`src/rtl/hall_emulator.sv`:
```
// hall_emulator: rotor physics and Hall-sensor model closing the loop around a BLDC commutator.
// Define HALL_EMU_ERRCNT_EN to build the saturating misalignment counter behind err_cnt.
module hall_emulator #(
    parameter int PRESC_W     = 4,
    parameter int VEL_W       = 12,
    parameter int STEP_THRESH = 4096,
    parameter int FRIC_SHIFT  = 6,
    parameter int REGEN_SHIFT = 3
) (
    input  logic             clk,
    input  logic             rst,
    input  logic [1:0]       selGrn,
    input  logic [1:0]       selYlw,
    input  logic [1:0]       selBlu,
    input  logic [10:0]      duty,
    output logic             hallGrn,
    output logic             hallYlw,
    output logic             hallBlu,
    output logic [2:0]       sector,
    output logic [VEL_W-1:0] velocity,
    output logic             comm_err,
    output logic [7:0]       err_cnt
);
    localparam int POS_W = $clog2(STEP_THRESH) + 1;
    localparam int SW    = VEL_W + 2;

    typedef enum logic [2:0] {S0, S1, S2, S3, S4, S5} sector_e;

    sector_e            sector_q, sector_d;
    logic [PRESC_W-1:0] presc_q, presc_d;
    logic [VEL_W-1:0]   vel_q, vel_d, vel_clamp;
    logic [POS_W-1:0]   pos_q, pos_d, pos_sum;
    logic [2:0]         hall_q, hall_d;
    logic               comm_err_q, comm_err_d;
    logic [5:0]         drive, exp_drive;
    logic [SW-1:0]      torque, v_next;
    logic               tick, regen, coast, aligned, misaligned, step;

    always_comb begin
        tick    = presc_q == {PRESC_W{1'b1}};
        presc_d = presc_q + 1'b1;
        drive   = {selGrn, selYlw, selBlu};
        case (sector_q)
            S1:      begin exp_drive = 6'b100001; hall_d = 3'b100; end
            S2:      begin exp_drive = 6'b001001; hall_d = 3'b110; end
            S3:      begin exp_drive = 6'b011000; hall_d = 3'b010; end
            S4:      begin exp_drive = 6'b010010; hall_d = 3'b011; end
            S5:      begin exp_drive = 6'b000110; hall_d = 3'b001; end
            default: begin exp_drive = 6'b100100; hall_d = 3'b101; end
        endcase
        // regen and coast take priority over the alignment test
        regen      = &drive;
        coast      = ~|drive;
        aligned    = !regen && !coast && drive == exp_drive;
        misaligned = !regen && !coast && !aligned;
        torque     = (aligned && duty[10]) ? SW'(duty[9:0]) : '0;
        v_next     = SW'(vel_q) + torque - SW'(vel_q >> FRIC_SHIFT)
                   - (regen ? SW'(vel_q >> REGEN_SHIFT) : '0);
        vel_clamp  = v_next[SW-1] ? '0 : (|v_next[SW-2:VEL_W]) ? '1 : v_next[VEL_W-1:0];
        // position advances with the pre-update velocity
        pos_sum    = pos_q + POS_W'(vel_q);
        step       = pos_sum >= POS_W'(STEP_THRESH);
        vel_d      = tick ? vel_clamp : vel_q;
        pos_d      = !tick ? pos_q : step ? pos_sum - POS_W'(STEP_THRESH) : pos_sum;
        sector_d   = !(tick && step) ? sector_q : (sector_q == S5) ? S0 : sector_e'(sector_q + 3'd1);
        comm_err_d = tick && misaligned;
    end

    always_ff @(posedge clk) begin
        if (rst) begin
            presc_q    <= '0;
            vel_q      <= '0;
            pos_q      <= '0;
            sector_q   <= S0;
            hall_q     <= 3'b101;
            comm_err_q <= 1'b0;
        end else begin
            presc_q    <= presc_d;
            vel_q      <= vel_d;
            pos_q      <= pos_d;
            sector_q   <= sector_d;
            hall_q     <= hall_d;
            comm_err_q <= comm_err_d;
        end
    end

`ifdef HALL_EMU_ERRCNT_EN
    logic [7:0] err_cnt_q, err_cnt_d;

    always_comb begin
        err_cnt_d = (comm_err_d && err_cnt_q != 8'hFF) ? err_cnt_q + 8'd1 : err_cnt_q;
    end

    always_ff @(posedge clk) begin
        if (rst) err_cnt_q <= '0;
        else     err_cnt_q <= err_cnt_d;
    end

    assign err_cnt = err_cnt_q;
`else
    assign err_cnt = '0;
`endif

    assign {hallGrn, hallYlw, hallBlu} = hall_q;
    assign sector   = sector_q;
    assign velocity = vel_q;
    assign comm_err = comm_err_q;
endmodule
```
`config.mk`:
```
export PLATFORM = sky130hd
export DESIGN_NAME = hall_emulator
export DESIGN_NICKNAME = d
export VERILOG_FILES = /design/src/rtl/hall_emulator.sv
export SDC_FILE = /design/constraint.sdc
export NUM_CORES = 1
export LEC_CHECK = 0
export ABC_AREA = 1
export ABC_CLOCK_PERIOD_IN_PS = 4000
export BUFFER_PORTS_ARGS = -buffer_cell sky130_fd_sc_hd__buf_2
export CORE_MARGIN = 10
export CORE_UTILIZATION = 45
export DETAILED_ROUTE_END_ITERATION = 8
export HOLD_SLACK_MARGIN = 0.02
export SKIP_CTS_REPAIR_TIMING = 1
export SLEW_MARGIN = 30
export SYNTH_ARGS = -nofsm -noshare
export SYNTH_HDL_FRONTEND = slang
export SYNTH_SLANG_ARGS = --single-unit
export TNS_END_PERCENT = 50
```
`constraint.sdc`:
```
create_clock -name clk -period 4 [get_ports clk]
set_input_delay 0.4 -clock clk [delete_from_list [all_inputs] [get_ports clk]]
set_output_delay 0.4 -clock clk [all_outputs]
set_load 0.02 [all_outputs]
```
# Word level (Yosys, flattened, before mapping)

Cells that the tools add are included.
Widths: inputs -> output; s select.

Register bits after elaboration: 36
Input port bits: 19
Output and inout bits: 27
Word-level logic and storage cells: 39

$add $sub $neg: 7
Order comparisons: 1
Eq/ne operators: 7
Mux-type cells: 8
Reductions and logical operators: 10

Operators by type and width:

| kind                   | number |
|---|---|
| $pmux 6 s5             | 1 |
| $mux 12                | 2 |
| $pmux 3 s5             | 1 |
| $sub 13x6->14          | 1 |
| $sub 14x9->14          | 1 |
| $add 12x10->13         | 1 |
| $add 13x12->13         | 1 |
| $ge 13x13->1 const B   | 1 |
| $mux 13                | 1 |
| $sub 13x13->13 const B | 1 |
| $mux 10                | 1 |
| $mux 9                 | 1 |
| $eq 3x2->1 const B     | 2 |
| $eq 3x3->1 const B     | 2 |
| $eq 6x6->1             | 1 |
| $logic_and 1x1->1      | 6 |
| $reduce_and 6->1       | 1 |
| $reduce_or 6->1        | 1 |
| $add 4x1->4 const B    | 1 |
| $eq 4x4->1 const B     | 1 |
| $add 3x1->3 const B    | 1 |
| $eq 3x1->1 const B     | 1 |
| $mux 3                 | 1 |
| $logic_not 1->1        | 2 |

# Longest topological paths before layout

Depth after elaboration: 11
Gate-level depth with buffers: 26
Gate-level depth less buffers: 26

# Least setup slack after synthesis

OpenSTA, ideal clock, no wires.

Path kind: register -> register
Start point: reg sector_q[2] (netlist: sector[2])
End point: reg vel_q[6] (netlist: velocity[6])
Library setup time: 0.070 ns
Data arrival time: 3.552 ns
Required time: 3.930 ns
Path slack: 0.378 ns
Cell stages (with the launch flop): 24
Buffers on the path: 1
Period minus slack after synthesis: 3.622 ns
Path through: dfxtp_1 inv_2 ha_1 inv_1 nand4_2 nand2_2 xor2_2 inv_1 nor2_2 nand3_1 fa_1 inv_1 ha_1 fa_1 nand3_1 nand3_1 nand3_1 nand3_1 nand2_1 nand2_1 buf_4 nand2_1 nand2_1 a21oi_1

Longest elaborated chain between the ends: 11
Elaborated cells between the ends (all ways): 15
Those cells by class: add/sub: 3; eq/ne: 6; mux: 4; reduce/logical: 2

RTL lines:

| item                                     | line | RTL |
|---|---|---|
| start: declaration                       | 29   | `sector_e sector_q, sector_d;` |
| start signal: assignment                 | 81   | `sector_q <= sector_d;` |
| $eq 3x3->1, or another cell as far along | 43   | `case (sector_q)` |
| $pmux 6 s5 (*)                           | 43   |  |
| $eq 6x6->1 (*)                           | 54   | `aligned = !regen && !coast && drive == exp_drive;` |
| $logic_and 1x1->1 (*)                    | 54   |  |
| $logic_and 1x1->1 (*)                    | 56   | `torque = (aligned && duty[10]) ? SW'(duty[9:0]) : '0;` |
| $mux 10 (*)                              | 56   |  |
| $add 12x10->13 (*)                       | 57   | `v_next = SW'(vel_q) + torque - SW'(vel_q >> FRIC_SHIFT)` |
| $sub 13x6->14 (*)                        | 57   |  |
| $sub 14x9->14 (*)                        | 58   | `- (regen ? SW'(vel_q >> REGEN_SHIFT) : '0);` |
| $mux 12                                  | 59   | `vel_clamp = v_next[SW-1] ? '0 : (\|v_next[SW-2:VEL_W]) ? '1 : v_next[VEL_W-1:0];` |
| $mux 12 (*)                              | 59   |  |
| end signal: assignment                   | 79   | `vel_q <= vel_d;` |
| end: declaration                         | 31   | `logic [VEL_W-1:0] vel_q, vel_d, vel_clamp;` |

Every way passes the cells marked *; elsewhere a longest branch is shown, timed or not.
A chain may end at the register's enable or synchronous reset.

# Worst setup path after layout

Start point: reg sector_q[1] (netlist: sector[1])
End point: reg vel_q[5] (netlist: velocity[5])

The elaborated chain is that of the path after synthesis.

==> flow_metrics.py <==
metrics = {
    "run_status": {
        "status": "completed",
    },
    "detailed_routing": {
        "drc": 0,
        "drtIter0Drc": 146,
        "wirelength_um": 8930,
        "wire_per_inst_um": 13.3,
        "drt_first_pass_iters": 5,
        "vias_per_cell": 4.84,
        "vias": 3248,
        "final_antenna_net_count": 0,
    },
    "critical_path": {
        "crit_slowest_cell": "fa_1",
        "slowest_delay_ps": 510,
        "end_kind": "register",
        "r2r_cells": 22,
        "cp-start-kind": "register",
        "crit_cells": 22,
        "path_buf_inv": 4,
        "crit_required_ps": 4160,
        "cpMostUsedCell": "inv_1",
        "crit_type": "register to register",
        "cp_top_family": "simple AND/OR/NAND/NOR gates",
        "critPathMaxFanout": 12,
        "worstPathCellList": "nand2_1 -> inv_1 -> ha_1 -> inv_1 -> nand4_2 -> nand2_2 -> xor2_2 -> inv_1 -> nor2_2 -> nand3_1 -> fa_1 -> inv_1 -> ha_1 -> fa_2 -> nand3_1 -> nand3_2 -> nand3_1 -> nand4_1 -> nand2_4 -> nand2_1 -> nand2_1 -> a21oi_1",
        "arrival_ps": 3800,
    },
    "cts": {
        "cts_max_path_buffers": 2,
        "cts_buffers": 5,
        "root_buffer": "clkbuf_8",
        "clk_pin_slew_ps": 80,
        "cts_max_level": 2,
        "clock_latency_ps": 290,
        "cts_tree": "built",
        "cts_sinks": 35,
    },
    "timing": {
        "finalCriticalPeriod_ps": 3640,
        "hold_viol": 0,
        "fmax_mhz": 274,
        "skew_ps": 8.39,
        "rsz0062_at_grt": "false",
        "finalSetupTns_ps": 0,
        "setup_viol": 0,
        "worstMarginPinSlew_ps": 606,
        "timing.slew.headroom_pct": 59.5,
        "drv_slew": 0,
        "hold_ws_ps": 452,
        "post-route-period-util_pct": 91.1,
        "setup_ws_ps": 355,
    },
    "yosys": {
        "ys_ff_latch": 35,
        "yosysWarningCount": 0,
        "syn_area_mm2": 0.00353,
        "synth_area_leader_cell": "dfxtp_1",
        "ys_seq_area_share_pct": 19.9,
        "syn_inst": 528,
        "syn_avg_cell_area_um2": 6.68,
        "ys.flop_type": "dfxtp_1",
        "synth-async-reset-ratio_pct": 0,
        "yosys-top-cells-area": "dfxtp_1 (20%), nand2_1 (15%), ha_1 (11%)",
        "ys_types": 34,
        "synth_edf_count": 0,
        "synth_top_area_share_pct": 19.9,
    },
    "die": {
        "start_util_pct": 45.9,
        "fp.coreArea_mm2": 0.00769,
        "fp.dieArea_mm2": 0.0118,
        "num_rows": 32,
        "dieHeight_um": 109,
        "die_w_um": 109,
        "pin_count": 46,
    },
    "min_path": {
        "hold_path_depth": 1,
        "hold_path.class": "register to register",
    },
    "placed_design": {
        "post_dp_cell_area_mm2": 0.00381,
        "portBuffers": 37,
        "dp_hpwl_um": 7290,
        "preCtsSetupSlack_ps": 104,
        "gp_congestion": 0.923,
    },
    "grt": {
        "track_usage_pct": 15.0,
        "gr-total-overflow": 0,
        "grt_max_degree": 24,
        "grt_pass1_vias": 3106,
        "grt_pass1_wl_um": 14500,
        "antenna_found_initial": 0,
    },
    "flow_run": {
        "maxCapViolations": 0,
    },
    "pwr": {
        "leakage_nw": 2.12,
        "irDropWorstVdd_v": 0.000112,
        "power.density_mw_per_mm2": 172,
    },
    "finish": {
        "final_common_cell": "nand2_1",
        "fin_area_mm2": 0.00392,
        "fin_nets": 636,
        "mostFrequentLayoutCells": "nand2_1 (144), inv_1 (96), buf_2 (37)",
        "n_antenna_cell": 0,
        "drive_above_1_share_pct": 14.6,
        "area_growth_pct": 11.0,
    },
}
==> Yosys cell counts, drive strengths merged, types with 4 or more instances <==
cell      n
fa       17
dfxtp    35
nand4    10
o211ai    4
xnor2     6
nor2     46
o21bai    4
o21ai    15
nand3    38
buf      10
inv      99
xor2     10
nand2   148
ha       32
clkbuf    7
a21oi    30
nor3      4
==> metrics by stage <==
| stage | std cells | utilization, % | total power, mW |
|---|---|---|---|
| global placement | 663 | 49.5 | 0.421 |
| CTS | 671 | 50.7 | 0.681 |
| floorplan | 535 | - | 0.409 |
| finish | 671 | 50.9 | 0.672 |
| global route | 671 | 50.9 | 0.702 |
| detailed placement | 663 | 49.5 | 0.422 |
==> report_power, final <==
group          internal [mW]  total (mW)  switching [mW]  leakage, nW
logic                 0.0209      0.0632          0.0423         1.79
registers              0.351       0.352         0.00151        0.284
clock network          0.122       0.256           0.135       0.0412
==> registers in the layout (all words and copies together), names as in the netlist <==
signal    flops
sector        3
presc_q       4
comm_err      1
pos_q        12
velocity     12
hall_q        3
==> worst register-to-register path: cells and delay by family, from the launching register on <==
family / cells / cell delay (ps)
AO/OA/AOI/OAI: 1 / 60
XOR/XNOR: 1 / 200
adder cells (fa/ha/maj): 4 / 1280
buffers and inverters: 4 / 290
flip-flops: 1 / 360
AND/OR/NAND/NOR: 12 / 1320
==> per-layer routing <==
metal	track usage, %	share of wire (%)
met1	19.9	48
met2	24.8	46
met3	2.50	5.2
met4	3.67	1.3
met5	0	0
==> final timing paths <==
| kind | startpoint | endpoint | slack [ps] |
|---|---|---|---|
| worst max-delay path | sector[1] | velocity[5] | 360 |
| worst min-delay path | presc_q[0] | presc_q[0] | 450 |
| worst max register to register | sector[1] | velocity[5] | 360 |
| worst min register to register | presc_q[0] | presc_q[0] | 450 |
==> cell families after synthesis <==
family                     Yosys count  synth area share [%]
and+or+nand+nor                    249                  30.9
adders and majority gates           49                  21.0
xor gates and xnor gates            16                  4.61
AOI/OAI and AO/OA                   62                  10.1
buffers and inverters              116                  13.5
other                                1                 0.106
DFF                                 35                  19.9
==> cell type report <==
class	instances	area, um^2
timing repair buffer	43	230
sequential	35	703
multi-input combinational	384	2400
clock inverter	2	12.5
clock buffer	6	72.6
tap	102	128
inverter	99	372
fill	820	3770
No activity file was read; power rests on OpenSTA's default activity.
